==> config.mk <==
export PLATFORM = sky130hd
export DESIGN_NAME = serial_pattern_gen_flat
export DESIGN_NICKNAME = d
export VERILOG_FILES = /design/src/rtl/serial_pattern_gen_if.sv /design/src/rtl/serial_pattern_gen.sv /design/src/flat_wrapper.sv
export SDC_FILE = /design/constraint.sdc
export NUM_CORES = 1
export LEC_CHECK = 0
export BUFFER_PORTS_ARGS = -buffer_cell sky130_fd_sc_hd__buf_2
export CORE_MARGIN = 2
export CORE_UTILIZATION = 42
export CTS_CLUSTER_SIZE = 8
export DETAILED_ROUTE_END_ITERATION = 6
export PLACE_DENSITY = 0.72
export SYNTH_ARGS = -nofsm -noshare
export SYNTH_HDL_FRONTEND = slang
export SYNTH_SLANG_ARGS = --single-unit
==> constraint.sdc <==
create_clock -name clk -period 4.38 [get_ports clk]
set_clock_uncertainty 0.1 [all_clocks]
set_input_delay 0.219 -clock clk [delete_from_list [all_inputs] [get_ports clk]]
set_output_delay 0.219 -clock clk [all_outputs]
set_load 0.1 [all_outputs]
==> src/rtl/serial_pattern_gen_if.sv <==
// Handshake bundle for the serial pattern transmitter: control inputs
// (start / repeat_count / abort) and the registered serial stream outputs.
interface serial_pattern_gen_if #(
  parameter int CNT_W = 4
);
  logic             start;
  logic [CNT_W-1:0] repeat_count;
  logic             abort;
  logic             data;
  logic             valid;
  logic             busy;
  logic             done;

  // Stimulus side: drives the controls, observes the stream.
  modport master (
    output start,
    output repeat_count,
    output abort,
    input  data,
    input  valid,
    input  busy,
    input  done
  );

  // Transmitter side.
  modport slave (
    input  start,
    input  repeat_count,
    input  abort,
    output data,
    output valid,
    output busy,
    output done
  );
endinterface

==> src/rtl/serial_pattern_gen.sv <==
// Moore serial bit-pattern transmitter. Sends PATTERN MSB first, one bit per
// clock, repeat_count+1 times, with GAP zero bits (still marked valid)
// between repetitions. Every output is a flop loaded with the value that
// belongs to the state being entered, so no input reaches an output
// combinationally.
module serial_pattern_gen #(
  parameter int             PAT_W   = 4,
  parameter logic [PAT_W-1:0] PATTERN = 4'b1011,
  parameter int             CNT_W   = 4,
  parameter int             GAP     = 0
) (
  input  logic                  clk,
  input  logic                  rst,
  serial_pattern_gen_if.slave   bus
);

  localparam int IDX_W = $clog2(PAT_W);
  localparam logic [IDX_W-1:0] IDX_MSB = IDX_W'(PAT_W - 1);
  localparam logic [IDX_W-1:0] IDX_ONE = IDX_W'(1);

  // The gap counter is kept at one bit when GAP is 0; it is never loaded then.
  localparam int GAP_W = (GAP > 1) ? $clog2(GAP) : 1;
  localparam logic [GAP_W-1:0] GAP_LOAD = (GAP > 0) ? GAP_W'(GAP - 1) : '0;
  localparam logic [GAP_W-1:0] GAP_ONE  = GAP_W'(1);
  localparam logic [CNT_W-1:0] REP_ONE  = CNT_W'(1);

  typedef enum logic [1:0] {
    ST_IDLE  = 2'd0,
    ST_SHIFT = 2'd1,
    ST_GAP   = 2'd2,
    ST_DONE  = 2'd3
  } state_t;

  state_t           state_q;
  logic [IDX_W-1:0] bit_idx_q;
  logic [CNT_W-1:0] reps_left_q;
  logic [GAP_W-1:0] gap_cnt_q;
  logic             data_q;
  logic             valid_q;
  logic             busy_q;
  logic             done_q;

  logic [IDX_W-1:0] idx_dec_s;
  logic             pat_next_s;

  // Pattern bit that will be on the line after bit_idx steps down by one.
  always_comb begin
    idx_dec_s  = bit_idx_q - IDX_ONE;
    pat_next_s = PATTERN[idx_dec_s];
  end

  // Controller and datapath: next state, counters and registered outputs.
  always_ff @(posedge clk or posedge rst) begin
    if (rst) begin
      state_q     <= ST_IDLE;
      bit_idx_q   <= '0;
      reps_left_q <= '0;
      gap_cnt_q   <= '0;
      data_q      <= 1'b0;
      valid_q     <= 1'b0;
      busy_q      <= 1'b0;
      done_q      <= 1'b0;
    end else begin
      case (state_q)
        ST_IDLE: begin
          done_q <= 1'b0;
          if (bus.start) begin
            // abort is irrelevant here, so start always wins in IDLE.
            state_q     <= ST_SHIFT;
            reps_left_q <= bus.repeat_count;
            bit_idx_q   <= IDX_MSB;
            data_q      <= PATTERN[PAT_W-1];
            valid_q     <= 1'b1;
            busy_q      <= 1'b1;
          end else begin
            state_q <= ST_IDLE;
            data_q  <= 1'b0;
            valid_q <= 1'b0;
            busy_q  <= 1'b0;
          end
        end

        ST_SHIFT: begin
          if (bus.abort) begin
            state_q <= ST_IDLE;
            data_q  <= 1'b0;
            valid_q <= 1'b0;
            busy_q  <= 1'b0;
            done_q  <= 1'b0;
          end else if (bit_idx_q != '0) begin
            bit_idx_q <= idx_dec_s;
            data_q    <= pat_next_s;
            valid_q   <= 1'b1;
            busy_q    <= 1'b1;
            done_q    <= 1'b0;
          end else if (reps_left_q == '0) begin
            state_q <= ST_DONE;
            data_q  <= 1'b0;
            valid_q <= 1'b0;
            busy_q  <= 1'b0;
            done_q  <= 1'b1;
          end else if (GAP == 0) begin
            // Next repetition starts immediately: MSB follows with no bubble.
            reps_left_q <= reps_left_q - REP_ONE;
            bit_idx_q   <= IDX_MSB;
            data_q      <= PATTERN[PAT_W-1];
            valid_q     <= 1'b1;
            busy_q      <= 1'b1;
            done_q      <= 1'b0;
          end else begin
            state_q     <= ST_GAP;
            reps_left_q <= reps_left_q - REP_ONE;
            gap_cnt_q   <= GAP_LOAD;
            data_q      <= 1'b0;
            valid_q     <= 1'b1;
            busy_q      <= 1'b1;
            done_q      <= 1'b0;
          end
        end

        ST_GAP: begin
          done_q <= 1'b0;
          if (bus.abort) begin
            state_q <= ST_IDLE;
            data_q  <= 1'b0;
            valid_q <= 1'b0;
            busy_q  <= 1'b0;
          end else if (gap_cnt_q != '0) begin
            gap_cnt_q <= gap_cnt_q - GAP_ONE;
            data_q    <= 1'b0;
            valid_q   <= 1'b1;
            busy_q    <= 1'b1;
          end else begin
            state_q   <= ST_SHIFT;
            bit_idx_q <= IDX_MSB;
            data_q    <= PATTERN[PAT_W-1];
            valid_q   <= 1'b1;
            busy_q    <= 1'b1;
          end
        end

        ST_DONE: begin
          // One-cycle pulse; start and abort are both ignored here.
          state_q <= ST_IDLE;
          data_q  <= 1'b0;
          valid_q <= 1'b0;
          busy_q  <= 1'b0;
          done_q  <= 1'b0;
        end

        default: begin
          state_q <= ST_IDLE;
          data_q  <= 1'b0;
          valid_q <= 1'b0;
          busy_q  <= 1'b0;
          done_q  <= 1'b0;
        end
      endcase
    end
  end

  assign bus.data  = data_q;
  assign bus.valid = valid_q;
  assign bus.busy  = busy_q;
  assign bus.done  = done_q;

endmodule
==> src/flat_wrapper.sv <==
// flat-port wrapper written by rule: the top's interface ports become plain ports
module serial_pattern_gen_flat 
#(
  parameter int             PAT_W   = 4,
  parameter logic [PAT_W-1:0] PATTERN = 4'b1011,
  parameter int             CNT_W   = 4,
  parameter int             GAP     = 0
)
  (clk, rst, bus_start, bus_repeat_count, bus_abort, bus_data, bus_valid, bus_busy, bus_done);
  serial_pattern_gen_if #(.CNT_W(CNT_W)) bus_i ();
  input  logic clk;
  input  logic rst;
  input wire logic [$bits(bus_i.start)-1:0] bus_start;
  input wire logic [$bits(bus_i.repeat_count)-1:0] bus_repeat_count;
  input wire logic [$bits(bus_i.abort)-1:0] bus_abort;
  output wire logic [$bits(bus_i.data)-1:0] bus_data;
  output wire logic [$bits(bus_i.valid)-1:0] bus_valid;
  output wire logic [$bits(bus_i.busy)-1:0] bus_busy;
  output wire logic [$bits(bus_i.done)-1:0] bus_done;
  assign bus_i.start = bus_start;
  assign bus_i.repeat_count = bus_repeat_count;
  assign bus_i.abort = bus_abort;
  assign bus_data = bus_i.data;
  assign bus_valid = bus_i.valid;
  assign bus_busy = bus_i.busy;
  assign bus_done = bus_i.done;
  serial_pattern_gen #(.PAT_W(PAT_W), .PATTERN(PATTERN), .CNT_W(CNT_W), .GAP(GAP)) u_core (.clk(clk), .rst(rst), .bus(bus_i));
endmodule
==> flow_summary.ini <==
[sta]
hold_viol = 0
fin_crit_sh = 0.429
slew_violations = 0
setup_violations = 0
fmax_mhz = 532
relSlewSlack = 0.680
worstMarginPinSlew_ns = 0.483
min_period_ns = 1.88
fin_tns_setup_ns = 0
rsz0062_at_grt = false

[final_layout]
fin_area_um2 = 719
antenna_cells = 0
final_nets = 89
area_delta_synth_final_pct = 15.0
drive_gt1_frac = 0.286

[grt]
grt_pass1_vias = 476
grt_antenna_before_repair = 0
gr-total-overflow = 0
grtUsageTotal = 0.148
grt_pass1_wl_um = 2040
grt_max_degree = 13

[setup_path]
r2r_start = u_core.reps_left_q[0]
startpoint = u_core.reps_left_q[0]
worstPathArrival_ns = 1.93
critPathRequiredTime_ns = 4.43
startpoint_type = register
cp_max_fo = 6
path_class = reg -> reg
rrSetupSlack_ns = 2.50
crit_path_end_kind = register

[synth]
yosysTopAreaCell = dfrtp_1
synth_top_cell_area_share = 0.440
synth_common_cells = dfrtp_1, inv_1, nor2_1
yosys_most_used_dff = dfrtp_1
syn-num-nets = 75
synth_warnings = 0
synth_most_common_cell = dfrtp_1
synth_area_per_cell_um2 = 9.78
async_reset_ff_frac = 1.00
synth_edf_count = 0
synth_seq_area_share = 0.440
synth_cells = 64
synth_area_leaders = dfrtp_1, ha_1, inv_1, nor2_1, o21ai_0
netlist_area_um2 = 626
synth.distinct_cells = 30
synth_seq_cells = 11

[clocking]
numCtsBuffers = 3
cts_sinks = 11
htreeDepth = 1
post_cts_buffers = 0
root_buffer = clkbuf_4
clockBufferDepth = 2
cts_tree = yes
clkTransAtPathRegs_ns = 0.08
clk_latency_ns = 0.26

[route]
routed_via_density = 5.42
vias = 499
drtIter0Drc = 7
firstDrtPassIters = 4
drtAntennaViolNets = 0
drc = 0
wl_per_cell_um = 12.3
drt_wl_total_um = 1140

[floorplanning]
ios = 12
die_w_um = 42.6
fp-row-count = 13
initial_core_util = 0.463
die-area_um2 = 1810
fp.coreArea_um2 = 1350
die_h_um = 42.6

[job]
cap_viol_max_count = 0

[placed_design]
dpl_cell_area_um2 = 683
hpwl_um = 807
port_buffers = 11
place_congestion = 0.839

[power]
p_per_area_nw_per_um2 = 577
peakVddDrop_mv = 0.308
leakage_nw = 0.359

[worst_hold_path]
hp-class = in -> reg
worstHoldStart = bus_abort

[outcome]
status = complete, no violations
metrics by stage:
step	power, W	hold WS (ns)	util	std cells	setup slack (ns)
final	0.000415	0.0766	0.533	92	2.50
after global routing	0.000450	0.0824	0.533	92	2.41
after CTS	0.000417	0.0756	0.533	92	2.51
after detailed placement	0.000345	0.140	0.506	87	2.52
after global placement	0.000339	0.139	0.506	87	2.57
after floorplan	0.000314	-0.0286	-	64	2.61
repair_timing:
item | in CTS | in global routing
resized for setup | 0 | 0
endpoints found under the hold margin | 11 | 0
hold buffers | 1 | 0
cells by family after synthesis:
logic type	share of synthesized area
multiplexers	0.0240
AO/OA/AOI/OAI	0.156
AND/OR/NAND/NOR	0.258
flip-flops	0.440
adder cells (fa/ha/maj)	0.0600
buffers and inverters	0.0620
layout make-up:
| cell class | count | area (µm²) |
|---|---|---|
| Sequential cell | 11 | 275 |
| Clock buffer | 4 | 26.3 |
| Fill cell | 127 | 631 |
| Multi-Input combinational cell | 44 | 312 |
| Timing Repair Buffer | 12 | 65.1 |
| Inverter | 6 | 22.5 |
| Tap cell | 15 | 18.8 |
registers in the layout, summed over array words and instances, names as in the netlist:
register and count:
u_core.bus.done 1, u_core.bus.data 1, u_core.bus.valid 1, u_core.state_q 2
u_core.reps_left_q 4, u_core.bit_idx_q 2
cell usage in the layout (no fill, tap or decap), types with 2 or more instances in the layout:
cell type,netlist,layout
clkbuf_4,0,3
ha_1,3,3
nand2_1,3,3
nor4_1,3,3
o21ai_0,4,4
nand2b_1,2,2
a22oi_1,2,2
buf_2,1,11
o22ai_1,2,2
nor2_1,6,6
inv_1,6,6
a21oi_1,3,3
dfrtp_1,11,11
path summary, 6_finish.rpt:
check / end / cells after the start
worst min register to register: u_core.reps_left_q[3] / 2
worst max-delay path: u_core.bit_idx_q[1] / 6
worst min-delay path: u_core.bus.done / 2
min in group asynchronous: u_core.bus.valid / 3
worst max register to register: u_core.bit_idx_q[1] / 6
max in group asynchronous: u_core.state_q[1] / 3
worst max-delay path, stage by stage (launching register included):
cell and delay, ns:
dfrtp_1 0.40, inv_1 0.08, ha_1 0.18, or3b_1 0.48
nor3_4 0.17, a21oi_2 0.07, mux2_4 0.29
where the power goes:
group	total (W)	switching [W]	leakage (nW)	internal (W)
Sequential	0.000155	0.0000229	0.134	0.000132
Clock	0.0000692	0.0000340	0.0150	0.0000351
Combinational	0.000191	0.000121	0.209	0.0000696
Total	0.000415	0.000178	0.359	0.000237
metal layers:
metal  routed length, µm  global-route usage  part of all wire  vias up
met5                   0                   0                 0        -
met4                  19              0.0625             0.017        0
met3                  60              0.0474             0.053        4
met2                 462               0.203              0.41       18
met1                 593               0.211              0.52      232
li1                    -                   -                 -      245
No activity file was read; power rests on OpenSTA's default activity.
